--- config.mk ---
export PLATFORM = sky130hd
export DESIGN_NAME = xxv_ts_tag_tracker
export DESIGN_NICKNAME = d
export VERILOG_FILES = /design/src/rtl/xxv_ts_tag_tracker.sv
export SDC_FILE = /design/constraint.sdc
export NUM_CORES = 1
export LEC_CHECK = 0
export ABC_AREA = 1
export BUFFER_PORTS_ARGS = -buffer_cell sky130_fd_sc_hd__buf_2
export CORE_ASPECT_RATIO = 1.25
export CORE_UTILIZATION = 56
export CTS_CLUSTER_SIZE = 8
export DETAILED_ROUTE_END_ITERATION = 12
export PLACE_DENSITY = 0.82
export SLEW_MARGIN = 20
export SYNTH_ARGS = -nofsm -noshare
export SYNTH_HDL_FRONTEND = slang
export SYNTH_SLANG_ARGS = --single-unit
--- constraint.sdc ---
create_clock -name i_tx_eth_clk -period 4.3 [get_ports i_tx_eth_clk]
set_clock_uncertainty 0.05 [all_clocks]
set_input_delay 0.645 -clock i_tx_eth_clk [delete_from_list [all_inputs] [get_ports i_tx_eth_clk]]
set_output_delay 0.645 -clock i_tx_eth_clk [all_outputs]
set_load 0.05 [all_outputs]
--- src/rtl/xxv_ts_tag_tracker.sv ---
// Two-step PTP TX timestamp tag tracker: tags requests, emits {tag,op} control words,
// matches returned timestamps against the oldest outstanding tag, and retires stale tags.
module xxv_ts_tag_tracker #(
  parameter int unsigned DEPTH   = 8,
  parameter int unsigned TIMEOUT = 65536
) (
  input  logic        i_tx_eth_clk,
  input  logic        i_tx_eth_rst,
  input  logic        i_req_valid,
  input  logic [1:0]  i_req_op,
  output logic        o_req_ready,
  output logic [31:0] o_tx_ptp_ctrl_tdata,
  output logic        o_tx_ptp_ctrl_tvalid,
  output logic        o_tx_ptp_ctrl_tlast,
  input  logic        i_tx_ptp_ctrl_tready,
  input  logic [95:0] i_tx_ptp_ts_tdata,
  input  logic        i_tx_ptp_ts_tvalid,
  input  logic        i_tx_ptp_ts_tlast,
  output logic        o_tx_ptp_ts_tready,
  output logic [95:0] o_res_tdata,
  output logic        o_res_tuser,
  output logic        o_res_tvalid,
  input  logic        i_res_tready,
  output logic [6:0]  o_outstanding,
  output logic [15:0] o_stat_unmatched_cnt,
  output logic [15:0] o_stat_timeout_cnt
);

  localparam int unsigned PW = $clog2(DEPTH);
  localparam int unsigned TW = $clog2(TIMEOUT);
  localparam logic [TW-1:0] TMAX = TW'(TIMEOUT - 1);
  localparam logic [6:0] DEPTH_C = 7'(DEPTH);

  typedef enum logic [0:0] {StIdle, StIssue} state_e;

  state_e        r_state, w_state_d;
  logic [15:0]   r_tag;
  logic [31:0]   r_ctrl_tdata;
  logic          r_ctrl_tvalid;
  logic [15:0]   r_mem [DEPTH];
  logic [PW-1:0] r_wr_ptr, r_rd_ptr;
  logic [6:0]    r_count;
  logic [TW-1:0] r_timer;
  logic [95:0]   r_res_tdata;
  logic          r_res_tuser;
  logic          r_res_tvalid;
  logic [15:0]   r_unmatched_cnt;
  logic [15:0]   r_timeout_cnt;

  logic          w_req_ready, w_accept, w_ctrl_done, w_push, w_pop;
  logic          w_empty, w_res_free, w_ts_acc, w_match, w_drop, w_timeout;
  logic [15:0]   w_head;
  logic          w_unused_tlast;

  // Every ts beat is a full record, so tlast carries no information.
  assign w_unused_tlast = i_tx_ptp_ts_tlast;

  assign w_empty    = (r_count == 7'd0);
  assign w_head     = r_mem[r_rd_ptr];
  assign w_res_free = ~r_res_tvalid | i_res_tready;
  assign w_ts_acc   = i_tx_ptp_ts_tvalid & w_res_free;
  assign w_match    = w_ts_acc & ~w_empty & (i_tx_ptp_ts_tdata[95:80] == w_head);
  assign w_drop     = w_ts_acc & ~w_match;
  // A matching beat takes priority over a timeout in the same cycle.
  assign w_timeout  = ~w_empty & (r_timer == TMAX) & w_res_free & ~w_match;
  assign w_pop      = w_match | w_timeout;
  assign w_push     = w_ctrl_done & (r_ctrl_tdata[1:0] != 2'd0);

  // Issue FSM state register.
  always_ff @(posedge i_tx_eth_clk) begin
    if (i_tx_eth_rst) r_state <= StIdle;
    else              r_state <= w_state_d;
  end

  // Issue FSM next-state and handshake decode.
  always_comb begin
    w_state_d   = r_state;
    w_req_ready = 1'b0;
    w_accept    = 1'b0;
    w_ctrl_done = 1'b0;
    unique case (r_state)
      StIdle: begin
        w_req_ready = (r_count < DEPTH_C);
        if (i_req_valid && w_req_ready) begin
          w_accept  = 1'b1;
          w_state_d = StIssue;
        end
      end
      StIssue: begin
        if (r_ctrl_tvalid && i_tx_ptp_ctrl_tready) begin
          w_ctrl_done = 1'b1;
          w_state_d   = StIdle;
        end
      end
      default: w_state_d = StIdle;
    endcase
  end

  // Control word register and tag allocator.
  always_ff @(posedge i_tx_eth_clk) begin
    if (i_tx_eth_rst) begin
      r_tag         <= 16'd0;
      r_ctrl_tdata  <= 32'd0;
      r_ctrl_tvalid <= 1'b0;
    end else if (w_accept) begin
      r_ctrl_tdata  <= {r_tag, 14'd0, i_req_op};
      r_ctrl_tvalid <= 1'b1;
      r_tag         <= r_tag + 16'd1;
    end else if (w_ctrl_done) begin
      r_ctrl_tvalid <= 1'b0;
    end
  end

  // Outstanding-tag FIFO storage; contents are don't-care when not counted.
  always_ff @(posedge i_tx_eth_clk) begin
    if (w_push) r_mem[r_wr_ptr] <= r_ctrl_tdata[31:16];
  end

  // Outstanding-tag FIFO pointers and occupancy.
  always_ff @(posedge i_tx_eth_clk) begin
    if (i_tx_eth_rst) begin
      r_wr_ptr <= '0;
      r_rd_ptr <= '0;
      r_count  <= 7'd0;
    end else begin
      if (w_push) r_wr_ptr <= r_wr_ptr + 1'b1;
      if (w_pop)  r_rd_ptr <= r_rd_ptr + 1'b1;
      case ({w_push, w_pop})
        2'b10:   r_count <= r_count + 7'd1;
        2'b01:   r_count <= r_count - 7'd1;
        default: r_count <= r_count;
      endcase
    end
  end

  // Head-of-queue age timer; saturates at TMAX while the result register is busy.
  always_ff @(posedge i_tx_eth_clk) begin
    if (i_tx_eth_rst || w_empty || w_pop) r_timer <= '0;
    else if (r_timer != TMAX)            r_timer <= r_timer + 1'b1;
  end

  // Result register: matched timestamp or zero-timestamp timeout record.
  always_ff @(posedge i_tx_eth_clk) begin
    if (i_tx_eth_rst) begin
      r_res_tdata  <= 96'd0;
      r_res_tuser  <= 1'b0;
      r_res_tvalid <= 1'b0;
    end else if (w_match) begin
      r_res_tdata  <= i_tx_ptp_ts_tdata;
      r_res_tuser  <= 1'b0;
      r_res_tvalid <= 1'b1;
    end else if (w_timeout) begin
      r_res_tdata  <= {w_head, 80'd0};
      r_res_tuser  <= 1'b1;
      r_res_tvalid <= 1'b1;
    end else if (i_res_tready) begin
      r_res_tvalid <= 1'b0;
    end
  end

  // Saturating statistics counters.
  always_ff @(posedge i_tx_eth_clk) begin
    if (i_tx_eth_rst) begin
      r_unmatched_cnt <= 16'd0;
      r_timeout_cnt   <= 16'd0;
    end else begin
      if (w_drop && r_unmatched_cnt != 16'hffff)  r_unmatched_cnt <= r_unmatched_cnt + 16'd1;
      if (w_timeout && r_timeout_cnt != 16'hffff) r_timeout_cnt   <= r_timeout_cnt + 16'd1;
    end
  end

  assign o_req_ready          = w_req_ready;
  assign o_tx_ptp_ctrl_tdata  = r_ctrl_tdata;
  assign o_tx_ptp_ctrl_tvalid = r_ctrl_tvalid;
  assign o_tx_ptp_ctrl_tlast  = r_ctrl_tvalid;
  assign o_tx_ptp_ts_tready   = w_res_free;
  assign o_res_tdata          = r_res_tdata;
  assign o_res_tuser          = r_res_tuser;
  assign o_res_tvalid         = r_res_tvalid;
  assign o_outstanding        = r_count;
  assign o_stat_unmatched_cnt = r_unmatched_cnt;
  assign o_stat_timeout_cnt   = r_timeout_cnt;

endmodule

==> results.json <==
{
  "cts_tree": "yes",
  "drive_above_1_share_pct": 16.7,
  "synthXorXnorAreaFrac_pct": 1.15,
  "dieWidth_um": 146,
  "drv_cap": 0,
  "crit_path_end_kind": "flop",
  "synth_edf_count": 128,
  "dr.pass1.iters": 7,
  "rsz0062_at_grt": "false",
  "drc_errors": 0,
  "clkTransAtPathRegs_ps": 50,
  "nNetsFinal": 2176,
  "seq_area_mm2": 0.00781,
  "final_cells": 2416,
  "antenna_found_initial": 0,
  "grt_max_degree": 81,
  "hold_buffers": 0,
  "synth.area.mux_share_pct": 0,
  "synth_seq_area_share_pct": 53.8,
  "start_kind": "flop",
  "start_util_pct": 57.2,
  "tns_ps": 0,
  "synth-async-reset-ratio_pct": 0,
  "num-fill-cells": 2009,
  "wl_um": 39000,
  "clk_latency_ps": 550,
  "avgSynthCellArea_um2": 8.01,
  "required_ps": 4670,
  "pwr_density_cell_mw_per_mm2": 397,
  "final_util_pct": 68.2,
  "p_leak_nw": 7.74,
  "yosysWarnings": 0,
  "antenna_cells": 0,
  "synth_area_leaders": "dfxtp_1, edfxtp_1, nand2_1",
  "ant_nets": 0,
  "hold_viol_final": 0,
  "slew_viol_final": 0,
  "cts_max_level": 2,
  "portBuffers": 262,
  "dp.cells": 2345,
  "relSlewSlack_pct": 33.6,
  "dr.first_iter.drc_count": 987,
  "cts.sinks": 326,
  "grt.overflow.total": 0,
  "grtUsageTotal_pct": 28.6,
  "area_growth_pct": 19.2,
  "num_rows": 65,
  "yosysTopAreaCell": "dfxtp_1",
  "fin_ws_ps": 417,
  "crit_fanout": 71,
  "core_mm2": 0.0254,
  "fin_area_mm2": 0.0173,
  "peakVddDrop_v": 0.000325,
  "synth_adder_area_share_pct": 1.17,
  "cts_resized": 0,
  "synth_compound_area_share_pct": 6.84,
  "io_pins": 278,
  "syn-instance-count": 1812,
  "clock.fmax_ghz": 0.258,
  "cp.arrival_ps": 4250,
  "ff2ff_setup_slack_ps": 420,
  "dp_hpwl_um": 25600,
  "synthSimpleGateAreaFrac_pct": 27.7,
  "worstMarginPinSlew_ps": 995,
  "min_period_over_period_pct": 90.3,
  "hold_class": "in2reg",
  "die_area_mm2": 0.0266,
  "clockBufferDepth": 3,
  "grt_pass1_vias": 12700,
  "postPlaceCellArea_mm2": 0.0160,
  "die_h_um": 182,
  "wl_per_cell_um": 16.2,
  "clock-root-buffer": "clkbuf_16",
  "critical_path_class": "reg2reg",
  "dp_slack_ps": 399,
  "via_count": 13100,
  "post-cts-setup-buffers": 0,
  "multi_input_area_mm2": 0.00541,
  "via_per_inst": 5.43,
  "setup_viol_count_final": 0,
  "synthFlopType": "dfxtp_1",
  "yosysTopAreaCellShare_pct": 27.3,
  "fin_crit_ps": 3880,
  "numCtsBuffers": 46,
  "syn_area_mm2": 0.0145,
  "grt_pass1_wl_um": 60900,
  "synth.distinct_cells": 35,
  "synth_top_family_by_area": "simple AND/OR/NAND/NOR gates",
  "place.gp.congestion": 0.959,
  "ys_ff_latch": 326,
  "outcome": "complete, no violations"
}
## where the power goes
part	switching, W	internal, W
Combinational	0.000236	0.0000836
Clock	0.00128	0.00195
Sequential	0.0000520	0.00325
## kinds of logic after synthesis
kind of cell / after synthesis
xor+xnor: 19
flops: 326
buf+inv: 323
other cells: 1
fa+ha+maj: 13
compound gates: 194
simple gates: 936
## worst max-delay path, cell delays in order, from the launching register on
cell	delay (ps)
dfxtp_2	370
buf_12	290
nor2_1	90
nor2_1	90
nand2_1	60
nand3_1	110
nand2_1	90
nand2_1	110
nand2_1	100
nor2_1	110
nand2_1	60
nor2_1	100
nand3_1	200
o21ai_0	150
ha_1	250
inv_1	100
fa_1	410
o21ai_0	300
nand2_1	100
a21oi_1	170
nor2_1	50
nand2_1	50
nand3_1	90
o21ai_0	150
a21oi_1	60
## worst paths after layout
check / start / endpoint / depth (start not counted)
setup / recovery: flop / o_outstanding[6] / 24
hold / removal: i_tx_ptp_ts_tdata[50] / o_res_tdata[50] / 3
setup reg to reg: flop / o_outstanding[6] / 24
hold reg to reg: o_res_tdata[58] / o_res_tdata[58] / 2
## Yosys cell counts (14+ instances only)
| master | instances |
|---|---|
| a21oi_1 | 140 |
| buf_2 | 39 |
| buf_4 | 19 |
| clkbuf_1 | 33 |
| dfxtp_1 | 198 |
| edfxtp_1 | 128 |
| inv_1 | 210 |
| nand2_1 | 459 |
| nand3_1 | 222 |
| nand3b_1 | 15 |
| nand4_1 | 34 |
| nor2_1 | 163 |
| nor3_1 | 26 |
| o21ai_0 | 46 |
| xor2_1 | 14 |
## stage by stage
step	power [W]	hold WS [ps]
after floorplan	0.00356	399
after global placement	0.00367	411
after detailed placement	0.00368	420
after CTS	0.00688	294
after global routing	0.00705	291
final	0.00686	309
## final cells by class
| type | instances | area share, % |
|---|---|---|
| Clock buffer | 68 | 7.13 |
| Inverter | 220 | 4.79 |
| Timing Repair Buffer | 288 | 9.08 |
| Tap cell | 335 | 2.42 |
| Sequential cell | 326 | 45.1 |
| Clock inverter | 3 | 0.195 |
| Multi-Input combinational cell | 1176 | 31.2 |
## layout by cell type (no fill, tap or decap), types with 3 or more instances in the layout
cell	n
buf_12	5
buf_2	261
nand4_1	34
ha_1	12
nand3_1	222
clkinv_1	6
nand3b_1	15
nor3_1	26
a211oi_1	3
clkbuf_1	22
xnor2_1	5
clkbuf_16	46
nor4_1	10
nand2_1	459
edfxtp_1	128
a21oi_1	140
xor2_1	14
inv_1	210
dfxtp_1	197
o21ai_0	46
nor2_1	163
buf_4	22
conb_1	14
## layer usage
metal	up-vias	wire length, um	GRT usage [%]
met2	621	19800	52.7
met4	0	1710	13.6
li1	6352	-	-
met3	120	3270	5.28
met5	-	0	0
met1	6020	14300	31.7
## sequential cells by signal, summed over array words and instances, names as in the netlist, named ones only
register,flops
r_timer,16
r_tag,16
o_res_tuser,1
o_tx_ptp_ctrl_tdata,18
o_stat_timeout_cnt,16
r_wr_ptr,3
r_mem,128
o_tx_ptp_ctrl_tlast,1
o_res_tvalid,1
o_stat_unmatched_cnt,16
o_res_tdata,96
r_state,1
o_outstanding,7
r_rd_ptr,3
(Power assumes the default switching activity.)
